--- src/rtl/fp32_div_mean.sv ---
// fp32_div_mean: multicycle fp32 divide (x/y) / mean ((x+y)/2) engine for the Heron sqrt loop.
// Optional macro FP32_DIVMEAN_RNE_EN selects round-to-nearest-even; default truncates toward zero.
module fp32_div_mean (
  input  logic        clk,
  input  logic        rst,
  input  logic        op,
  input  logic [31:0] x,
  input  logic [31:0] y,
  output logic        rdy,
  output logic [31:0] result
);
  localparam logic [31:0] QNAN = 32'h7FC0_0000;

  typedef enum logic [1:0] {IDLE, LOAD, RUN, DONE} state_t;
  typedef struct packed {
    logic        sgn;
    logic [7:0]  exp;
    logic [23:0] man;
  } fp_t;

  // Denormals flush to signed zero: exponent 0 means mantissa 0.
  function automatic fp_t unpack(input logic [31:0] v);
    fp_t u;
    u.sgn = v[31];
    if (v[30:23] == 8'd0) begin
      u.exp = 8'd0;
      u.man = 24'd0;
    end else begin
      u.exp = v[30:23];
      u.man = {1'b1, v[22:0]};
    end
    return u;
  endfunction

  function automatic logic [9:0] rca10(input logic [9:0] a, input logic [9:0] b, input logic ci);
    logic [9:0] s;
    logic       c;
    c = ci;
    for (int i = 0; i < 10; i++) begin
      s[i] = a[i] ^ b[i] ^ c;
      c    = (a[i] & b[i]) | (c & (a[i] ^ b[i]));
    end
    return s;
  endfunction

  state_t      state, state_nx;
  logic [4:0]  cnt;
  logic        op_q, last;
  fp_t         xq, yq;
  logic        spc_q;
  logic [31:0] spc_v_q;
  logic [25:0] rem;
  logic [23:0] dvs;
  logic [24:0] quo;
  logic [9:0]  e_q;
  logic        sgn_q, sub_q, zs_q;
  logic [26:0] ma_al, mb_al;
  logic [23:0] nm_man;
  logic        nm_g, nm_s, nm_zero;

  // operand classification and special-case results
  fp_t         ux, uy;
  logic        xz, yz, xi, yi, xn, yn, spc_c;
  logic [31:0] spc_v_c;

  assign ux = unpack(x);
  assign uy = unpack(y);
  assign xz = (x[30:23] == 8'd0);
  assign yz = (y[30:23] == 8'd0);
  assign xi = (&x[30:23]) & ~(|x[22:0]);
  assign yi = (&y[30:23]) & ~(|y[22:0]);
  assign xn = (&x[30:23]) & (|x[22:0]);
  assign yn = (&y[30:23]) & (|y[22:0]);

  always_comb begin
    spc_c   = 1'b1;
    spc_v_c = QNAN;
    if (xn || yn) spc_v_c = QNAN;
    else if (!op) begin
      if ((xz && yz) || (xi && yi)) spc_v_c = QNAN;
      else if (xi || yz)            spc_v_c = {x[31] ^ y[31], 31'h7F80_0000};
      else if (xz || yi)            spc_v_c = {x[31] ^ y[31], 31'd0};
      else                          spc_c   = 1'b0;
    end else begin
      if (xi && yi && (x[31] != y[31])) spc_v_c = QNAN;
      else if (xi)                      spc_v_c = x;
      else if (yi)                      spc_v_c = y;
      else                              spc_c   = 1'b0;
    end
  end

  // restoring-division trial subtract; after the last step it also yields the extra guard bit
  logic        d_ge;
  logic [25:0] d_sub;
  assign d_sub = rem - {2'b0, dvs};
  assign d_ge  = (rem >= {2'b0, dvs});

  // mean alignment: smaller magnitude shifted right, lost bits folded into sticky
  logic        x_big;
  fp_t         ua, ub;
  logic [7:0]  ediff;
  logic [4:0]  dsh;
  logic [53:0] sh;
  assign x_big = {xq.exp, xq.man} >= {yq.exp, yq.man};
  assign ua    = x_big ? xq : yq;
  assign ub    = x_big ? yq : xq;
  assign ediff = ua.exp - ub.exp;
  assign dsh   = (ediff > 8'd30) ? 5'd30 : ediff[4:0];
  assign sh    = {ub.man, 30'd0} >> dsh;

  logic [27:0] sum;
  logic [4:0]  lz;
  logic [26:0] nm27, shl;
  logic [9:0]  e_n;
  assign sum = sub_q ? ({1'b0, ma_al} - {1'b0, mb_al}) : ({1'b0, ma_al} + {1'b0, mb_al});

  always_comb begin
    lz = 5'd0;
    for (int i = 0; i < 27; i++) if (sum[i]) lz = 5'(26 - i);
  end

  assign shl  = sum[26:0] << lz;
  assign nm27 = sum[27] ? {sum[27:2], sum[1] | sum[0]} : shl;
  // exponent already includes the halving: carry-out (+1-1) or e - lz - 1
  assign e_n  = sum[27] ? e_q : rca10(e_q, ~{5'd0, lz}, 1'b0);

  logic [24:0] rm;
  logic        inc;
  logic [9:0]  er;
  logic [31:0] res_c;
  logic        unused_bits;

  always_comb begin
`ifdef FP32_DIVMEAN_RNE_EN
    inc = nm_g & (nm_s | nm_man[0]);
`else
    inc = 1'b0;
`endif
    rm = {1'b0, nm_man} + {24'd0, inc};
    er = rm[24] ? rca10(e_q, 10'd0, 1'b1) : e_q;
    if (nm_zero) res_c = {sgn_q, 31'd0};
    else if ($signed(er) >= $signed(10'sd255))
`ifdef FP32_DIVMEAN_RNE_EN
      res_c = {sgn_q, 31'h7F80_0000};
`else
      res_c = {sgn_q, 31'h7F7F_FFFF};
`endif
    else if ($signed(er) <= $signed(10'sd0)) res_c = {sgn_q, 31'd0};
    else res_c = {sgn_q, er[7:0], rm[22:0]};
  end

  assign unused_bits = rm[23] ^ nm_g ^ nm_s;

  assign last = op_q ? (cnt == 5'd2) : (cnt == 5'd26);

  always_ff @(posedge clk or posedge rst) begin
    if (rst) state <= LOAD;
    else     state <= state_nx;
  end

  always_comb begin
    state_nx = state;
    case (state)
      LOAD:    state_nx = RUN;
      RUN:     if (last) state_nx = DONE;
      default: state_nx = state;
    endcase
  end

  always_ff @(posedge clk or posedge rst) begin
    if (rst) begin
      cnt <= '0; op_q <= 1'b0; xq <= '0; yq <= '0;
      spc_q <= 1'b0; spc_v_q <= '0;
      rem <= '0; dvs <= '0; quo <= '0; e_q <= '0;
      sgn_q <= 1'b0; sub_q <= 1'b0; zs_q <= 1'b0;
      ma_al <= '0; mb_al <= '0;
      nm_man <= '0; nm_g <= 1'b0; nm_s <= 1'b0; nm_zero <= 1'b0;
      rdy <= 1'b0; result <= '0;
    end else begin
      case (state)
        LOAD: begin
          op_q    <= op;
          xq      <= ux;
          yq      <= uy;
          spc_q   <= spc_c;
          spc_v_q <= spc_v_c;
          rem     <= {2'b0, ux.man};
          dvs     <= uy.man;
          quo     <= '0;
          e_q     <= rca10(rca10({2'b0, ux.exp}, ~{2'b0, uy.exp}, 1'b1), 10'd127, 1'b0);
          sgn_q   <= ux.sgn ^ uy.sgn;
          cnt     <= '0;
        end
        RUN: begin
          cnt <= cnt + 5'd1;
          if (!op_q) begin
            if (cnt < 5'd25) begin
              quo <= {quo[23:0], d_ge};
              rem <= d_ge ? (d_sub << 1) : (rem << 1);
            end else if (cnt == 5'd25) begin
              nm_zero <= 1'b0;
              if (quo[24]) begin
                nm_man <= quo[24:1];
                nm_g   <= quo[0];
                nm_s   <= |rem;
              end else begin
                nm_man <= quo[23:0];
                nm_g   <= d_ge;
                nm_s   <= |(d_ge ? d_sub : rem);
                e_q    <= rca10(e_q, 10'h3FF, 1'b0);
              end
            end
          end else if (cnt == 5'd0) begin
            ma_al <= {ua.man, 3'd0};
            mb_al <= {sh[53:28], sh[27] | (|sh[26:0])};
            e_q   <= {2'b0, ua.exp};
            sgn_q <= ua.sgn;
            sub_q <= ua.sgn ^ ub.sgn;
            zs_q  <= xq.sgn & yq.sgn;
          end else if (cnt == 5'd1) begin
            nm_man  <= nm27[26:3];
            nm_g    <= nm27[2];
            nm_s    <= |nm27[1:0];
            nm_zero <= (sum == 28'd0);
            e_q     <= e_n;
            if (sum == 28'd0) sgn_q <= zs_q;
          end
          if (last) begin
            rdy    <= 1'b1;
            result <= spc_q ? spc_v_q : res_c;
          end
        end
        default: ;
      endcase
    end
  end
endmodule

--- config.mk ---
export PLATFORM = sky130hd
export DESIGN_NAME = fp32_div_mean
export DESIGN_NICKNAME = d
export VERILOG_FILES = /design/src/rtl/fp32_div_mean.sv
export SDC_FILE = /design/constraint.sdc
export NUM_CORES = 1
export LEC_CHECK = 0
export BUFFER_PORTS_ARGS = -buffer_cell sky130_fd_sc_hd__buf_2
export CAP_MARGIN = 20
export CORE_MARGIN = 1
export CORE_UTILIZATION = 34
export DETAILED_ROUTE_END_ITERATION = 8
export GPL_TIMING_DRIVEN = 0
export REMOVE_ABC_BUFFERS = 1
export SKIP_LAST_GASP = 1
export SYNTH_ARGS = -nofsm -noshare
export SYNTH_HDL_FRONTEND = slang
export SYNTH_SLANG_ARGS = --single-unit
--- constraint.sdc ---
create_clock -name clk -period 9.3 [get_ports clk]
set_clock_uncertainty 0.05 [all_clocks]
set_input_delay 0.93 -clock clk [delete_from_list [all_inputs] [get_ports clk]]
set_output_delay 0.93 -clock clk [all_outputs]
set_load 0.05 [all_outputs]
==> metrics.txt, run 1 <==
drt via density=5.66; Max Fanout on Critical Path=108; Synth Warn #=0; global route overflow=0; PortBufs=99; Distinct cells, synth=91; Die Area=0.0661 mm2; Peak supply drop=0.000100 V; part of the Yosys area used for sequential elements=0.316; Root Buffer=clkbuf_16; RSZ-0062 raised after global routing=no; cell count after synthesis=2865; Tcrit/Tclk final=0.946; WL/cell=19.9 um; nets=3064; Fin. Hold Viols=0; Slew @ Worst Pin=1240 ps; hold slack=408 ps; Hold Crit Class=register to register; Routed WL=74000 um; antenna violation net count after detailed routing=0; Worst-Skew Late Latency=570 ps; post-synth top area share=0.314; initial antenna violation count=1; CTS tree=done; ys flop type=dfrtp_1; Layout Cells excl Fill=3727; Max Root-Sink Buffers=3; Post-Synthesis Cell Area=0.0221 mm2; vias=21084; Post-synth ARST share=1.00; Period minus WS final=8800 ps; die height=257 um; Pwr Density=112 mW/mm2; Slew HR=0.176; htree depth=2; syn avg cell area=7.72 um2; Site Rows=93; Synth area leaders=dfrtp_1 31%, ha_1 7.8%, a21oi_1 7.4%; synth-to-layout area growth=12.2%; EDFF count, synth=0; first-pass GRT wire length=116000 um; #FFs+latches synth=279; crit path launch type=register; placed cells=3660; vias in the first global route=19862; CTS sink count=279; Initial Utilization=0.344; # DRC=0; clock-pin slew on the worst setup and hold paths=60 ps; area of the multi-input gates=0.0139 mm2; Post-DP HPWL=55100 um; I/O pin total=100; fill count=6645; status=finished clean; Die W=257 um; CP Data Arrival Time=9180 ps; RD Place Congestion=0.960; leakage power=11.4 nW; # setup viols final=0; pin count of the biggest net entering global routing=113; max frequency=114 MHz; CP Capture Type=register; layout cell share with drive strength beyond 1=0.0978; Core ar.=0.0643 mm2; n_diodes=0; GRT Util Overall=0.220; Synth area leader=dfrtp_1; First DRT Iteration DRCs=1942; Slew Limit Fails=0; Num CTS Buffers=36; Max Cap Viol=0; drt first pass iters=5; Critical Path RT=9680 ps; Crit Path Class=register to register; Seq. cell area=0.00698 mm2; Finished Core Util=0.386
[worst max-delay path, cell delays in order (launching register included)]
cell        delay [ps]
dfrtp_1            350
inv_1               90
ha_2               940
nand3_1            200
nor3_2             650
nand4b_1           620
nand2_8            730
mux2i_1            180
ha_2               780
clkinvlp_4         550
nor2_1             550
o311ai_1           220
and4_1             610
nand2_1            460
a22oi_1            180
a21oi_1            350
nand4_1            130
or4b_1             550
o41ai_2            290
a22oi_1            110
[registers in the layout, indices dropped and copies added (netlist names), 2 cells and up]
name and count:
cnt 5, dvs 24, e_q 10, ma_al 24, mb_al 27, nm_man 23
quo 25, rem 26, result 32, spc_v_q 32, state 2, xq 33
yq 9
[synthesized netlist by cell type, drive strengths merged (14+ instances only)]
master,count
a221oi,19
mux2i,69
xnor2,32
a211oi,25
o21ai,234
o21a,17
clkbuf,155
nor2b,44
nand3,93
a22oi,14
buf,31
mux2,27
nand2,328
a21oi,329
a31oi,25
nor3,64
inv,175
nor2,297
o22ai,53
and2,18
a21o,27
or3,21
a21boi,16
o211ai,26
dfrtp,278
ha,138
nand4,22
o31ai,18
nor4,25
nand2b,24
[cell type report]
class,count,area share
clock buffer,45,0.0401
sequential,279,0.281
multi-input combinational,2222,0.559
tap,855,0.0431
timing repair buffer,128,0.0389
clock inverter,19,0.00942
inverter,178,0.0275
timing repair inverter,1,0.000202
[per-layer routing]
layer / global-route usage / up-vias / routed length [um]
li1: - / 10236 / -
met1: 0.304 / 10040 / 33900
met2: 0.349 / 659 / 33500
met3: 0.0246 / 149 / 3780
met4: 0.0847 / 0 / 2860
met5: 0 / - / 0
[worst paths after layout]
check                      slack (ps)              endpoint  cells after the start               start
max                               500  mb_al[0]$_DFFE_PP0P_                     19  yq[24]$_DFFE_PP0P_
min                               410       rdy$_DFFE_PP0P_                      1     rdy$_DFFE_PP0P_
max reg2reg                       500  mb_al[0]$_DFFE_PP0P_                     19  yq[24]$_DFFE_PP0P_
min reg2reg                       410       rdy$_DFFE_PP0P_                      1     rdy$_DFFE_PP0P_
max in group asynchronous        7750      op_q$_DFFE_PP0P_                      3                 rst
min in group asynchronous         420   quo[18]$_DFFE_PP0P_                      2                 rst
[cell families after synthesis]
logic type / after synthesis / synth area share
flops: 279 / 0.316
simple gates: 989 / 0.205
mux: 96 / 0.0451
xor+xnor: 44 / 0.0174
compound gates: 942 / 0.264
buf+inv: 364 / 0.0628
fa+ha+maj: 151 / 0.0898
[what timing repair did]
item	4_1_cts	5_1_grt
cloned	0	1
hold buffers	0	0
buffers inserted	0	0
endpoints found under the setup margin	1	8
gates resized for setup	1	3
[placed cells by master (no fill, tap or decap), types with 12 or more instances in the layout]
master	n
ha_1	134
mux2_2	26
o21a_1	17
nor2_1	295
nand2_1	327
dfrtp_1	277
a21o_1	27
o31ai_1	18
clkbuf_16	37
nor3_1	59
nand2b_1	23
nand3_1	92
nand4_1	22
a21boi_0	15
o221ai_1	12
o22ai_1	53
buf_2	99
a31oi_1	24
a221oi_1	19
o211ai_1	25
inv_1	171
fa_1	13
xor2_1	12
and3_1	13
nor2b_1	43
nor4_1	22
a21oi_1	326
a22oi_1	14
or3_1	21
xnor2_1	32
o21ai_0	231
mux2i_1	69
a211oi_1	24
and2_1	17
[per-stage QoR]
step	worst slack, ps	cell area [um2]	setup TNS (ps)	power, mW
finish	503	24800	0	2.79
global route	63.2	24800	0	2.87
CTS	221	24800	0	2.82
detailed placement	-1.05	23500	-1.05	1.34
global placement	-3160	23000	-870350	1.34
floorplan	628	21400	0	1.29
[where the power goes]
part | internal [mW] | switching [mW]
clock | 0.880 | 0.591
sequential | 1.22 | 0.000813
combinational | 0.0352 | 0.0638
total | 2.13 | 0.656
(Power assumes the default switching activity.)
==> inputs of run 2 (changes only) <==
--- a/config.mk
+++ b/config.mk
@@ -7,7 +7,7 @@
 export LEC_CHECK = 0
 export BUFFER_PORTS_ARGS = -buffer_cell sky130_fd_sc_hd__buf_2
 export CAP_MARGIN = 20
-export CORE_MARGIN = 1
+export CORE_MARGIN = 4
 export CORE_UTILIZATION = 34
 export DETAILED_ROUTE_END_ITERATION = 8
 export GPL_TIMING_DRIVEN = 0
==> constraint.sdc (replaced) <==
create_clock -name clk -period 7.4 [get_ports clk]
set_clock_uncertainty 0.05 [all_clocks]
set_input_delay 0.74 -clock clk [delete_from_list [all_inputs] [get_ports clk]]
set_output_delay 0.74 -clock clk [all_outputs]
set_load 0.05 [all_outputs]
==> run 2 against run 1 <==
Compared with the run above:
- combinational power rose by 24%
- register-to-register slack got worse by 260 ps
- worst hold slack lost 260 ps
- clock power rose by 27%
- cell count rose by 0.21%
- utilization up 0.37 points
- maximum frequency rose by 23%
- non-clock buffer count is 6 higher
- largest cell class unchanged
- largest power group unchanged
- highest routed layer is now met5
==> metrics.txt, run 2 (synthesized netlist as in run 1, its figures left out) <==
status=finished clean (unchanged); crit path launch type=register (unchanged); Initial Utilization=0.343 (was 0.344); drt via density=5.70 (was 5.66); top sig layer=met5 (was met4); fill count=6784 (was 6645); Routed WL=74600 um (was 74000 um); Met3 Wirelength=4010 um (was 3780 um); switching power=812 uW (was 656 uW); leakage power=11.5 nW (was 11.4 nW); Comb power frac=0.035 (was 0.036); # setup viols final=0 (unchanged); met1 WL=33500 um (was 33900 um); Peak supply drop=0.000142 V (was 0.000100 V); CP startpoint=xq[27]$_DFFE_PP0P_ (was yq[24]$_DFFE_PP0P_); die height=263 um (was 257 um); Tcrit/Tclk final=0.967 (was 0.946); initial antenna violation count=2 (was 1); reg2reg end=mb_al[0]$_DFFE_PP0P_ (unchanged); first-pass GRT wire length=116000 um (about the same); Seq. cell area=0.00699 mm2 (was 0.00698 mm2); max frequency=140 MHz (was 114 MHz); max reg flops=33 (unchanged); global route overflow=0 (unchanged); Routed met2 length=33800 um (was 33500 um); layout cell share with drive strength beyond 1=0.110 (was 0.0978); GRT Util Overall=0.205 (was 0.220); Setup WS post-layout=245 ps (was 503 ps); Largest regs=xq: 33 flops, result: 32 flops, spc_v_q: 32 flops (unchanged); pre-CTS setup slack=-1930 ps (was -1.05 ps); most used cell, CP=a221o_1; vias=21277 (was 21084); pin count of the biggest net entering global routing=122 (was 113); Pwr Density=140 mW/mm2 (was 112 mW/mm2); CTS sink count=279 (unchanged); Site Rows=93 (unchanged); Slew HR=0.294 (was 0.176); RD Place Congestion=0.965 (was 0.960); Root Buffer=clkbuf_16 (unchanged); I/O pin total=100 (unchanged); Period minus WS final=7160 ps (was 8800 ps); largest stage delay on the critical path=630 ps (was 940 ps); area of the multi-input gates=0.0141 mm2 (was 0.0139 mm2); FF-to-FF setup slack=240 ps (was 500 ps); Num CTS Buffers=35 (was 36); drt first pass iters=6 (was 5); RSZ-0062 raised after global routing=yes (was no); Hold Crit Class=input pin to asynchronous set/reset pin (was register to register); Slew @ Worst Pin=1050 ps (was 1240 ps); clock-pin slew on the worst setup and hold paths=60 ps (about the same); Max Fanout on Critical Path=27 (was 108); Fin. Hold Viols=0 (unchanged); htree depth=2 (unchanged); Max Cap Viol=0 (unchanged); largest reg by FF count=xq (unchanged); Die W=263 um (was 257 um); synth-to-layout area growth=13.5% (was 12.2%); sw frac=0.231 (was 0.235); Critical Path RT=7750 ps (was 9680 ps); First DRT Iteration DRCs=2110 (was 1942); antenna violation net count after detailed routing=0 (unchanged); CP Data Arrival Time=7500 ps (was 9180 ps); Slew Limit Fails=0 (unchanged); CP Capture Type=register (unchanged); Core ar.=0.0645 mm2 (was 0.0643 mm2); Max Root-Sink Buffers=3 (unchanged); nets=3072 (was 3064); Flop pwr share=0.434 (was 0.436); Clock power frac=0.531 (was 0.528); PortBufs=99 (unchanged); CTS tree=done (unchanged); WL/cell=20.0 um (was 19.9 um); vias in the first global route=19869 (was 19862); Post-DP HPWL=54200 um (was 55100 um); Crit Path Class=register to register (unchanged); # DRC=0 (unchanged); Die Area=0.0692 mm2 (was 0.0661 mm2); crit path cell chain=ha_1 > and2_4 > a221o_1 > a221o_1 > a31o_2 > a21oi_4 > nand2_8 > mux2i_1 > ha_4 > o41a_1 > and2_1 > o21a_1 > o211a_4 > nor3_2 > nand2_2 > o32ai_1 > or4b_1 > o41ai_2 > a22oi_1 (was inv_1 > ha_2 > nand3_1 > nor3_2 > nand4b_1 > nand2_8 > mux2i_1 > ha_2 > clkinvlp_4 > nor2_1 > o311ai_1 > and4_1 > nand2_1 > a22oi_1 > a21oi_1 > nand4_1 > or4b_1 > o41ai_2 > a22oi_1); Hold-fix buffers, CTS=0 (unchanged); commonest non-fill, non-tap cell in the layout=nand2_1 (unchanged); Crit-path slowest cell=o32ai_1 (was ha_2); commonest cells after routing, fill and taps aside=324 x nand2_1, 323 x a21oi_1, 293 x nor2_1 (was 327 x nand2_1, 326 x a21oi_1, 295 x nor2_1); Internal=2.71 mW (was 2.13 mW); worst reg-to-reg path cell count=19 (unchanged); FF-to-FF Start=xq[27]$_DFFE_PP0P_ (was yq[24]$_DFFE_PP0P_); Worst-Skew Late Latency=560 ps (was 570 ps); Final Power=3.52 mW (was 2.79 mW)
## run 2: power by group through the flow
| stage | clock [mW] | combinational [mW] | sequential, mW |
|---|---|---|---|
| 2_1_floorplan | 0 | 0.0643 | 1.56 |
| 3_5_place_dp | 0 | 0.125 | 1.56 |
| 3_3_place_gp | 0 | 0.121 | 1.56 |
| 5_1_grt | 1.97 | 0.141 | 1.53 |
| 4_1_cts | 1.91 | 0.126 | 1.53 |
| 6_report | 1.87 | 0.123 | 1.53 |
## run 2: final cells by class
type / count / area share
Multi-Input combinational cell: 2224 / 0.562
Sequential cell: 279 / 0.278
Tap cell: 855 / 0.0426
Timing Repair Buffer: 134 / 0.0403
Clock buffer: 44 / 0.0383
Inverter: 178 / 0.0275
Clock inverter: 18 / 0.0109
Timing Repair inverter: 2 / 0.000399
Antenna cell: 1 / 0.0000996
## run 2: critical path, delay by kind of cell, from the launching register on
kind	cells	cell delay, ps
compound gates	10	3320
flops	1	450
fa+ha+maj	2	660
mux	1	220
simple gates	6	2260
## run 2: layer usage
metal,vias up,global-route usage
li1,10264,-
met1,10134,0.282
met2,711,0.327
met3,166,0.0254
met4,2,0.0814
met5,-,0
## run 2: what timing repair did
item | in CTS | in global routing
gates resized for setup | 16 | 32
gates cloned | 2 | 2
endpoints found under the setup margin | 34 | 11
pin swaps | 2 | 3
setup buffers | 2 | 5
## run 2: through the flow
step / setup TNS (ps) / instances / utilization / cell area, um2 / hold slack (ps)
after floorplan: -300990 / 2679 / - / 21400 / 395
after global placement: -1439200 / 3633 / 0.356 / 23000 / 396
after detailed placement: -39020 / 3659 / 0.365 / 23500 / 403
after CTS: 0 / 3725 / 0.386 / 24900 / 147
after global routing: -19.8 / 3734 / 0.390 / 25100 / 178
final: 0 / 3735 / 0.390 / 25100 / 150
## run 2: how the worst max path moves through the flow
stage | end | slack, ps | depth (start not counted)
after global placement | dvs[5]$_DFFE_PP0P_ | -4820 | 2
after detailed placement | mb_al[0]$_DFFE_PP0P_ | -1930 | 17
after floorplan | cnt[0]$_DFFE_PP0P_ | -1080 | 1
after global routing | e_q[7]$_DFFE_PP0P_ | -20 | 28
after CTS | e_q[7]$_DFFE_PP0P_ | 3 | 29
final | mb_al[0]$_DFFE_PP0P_ | 240 | 19
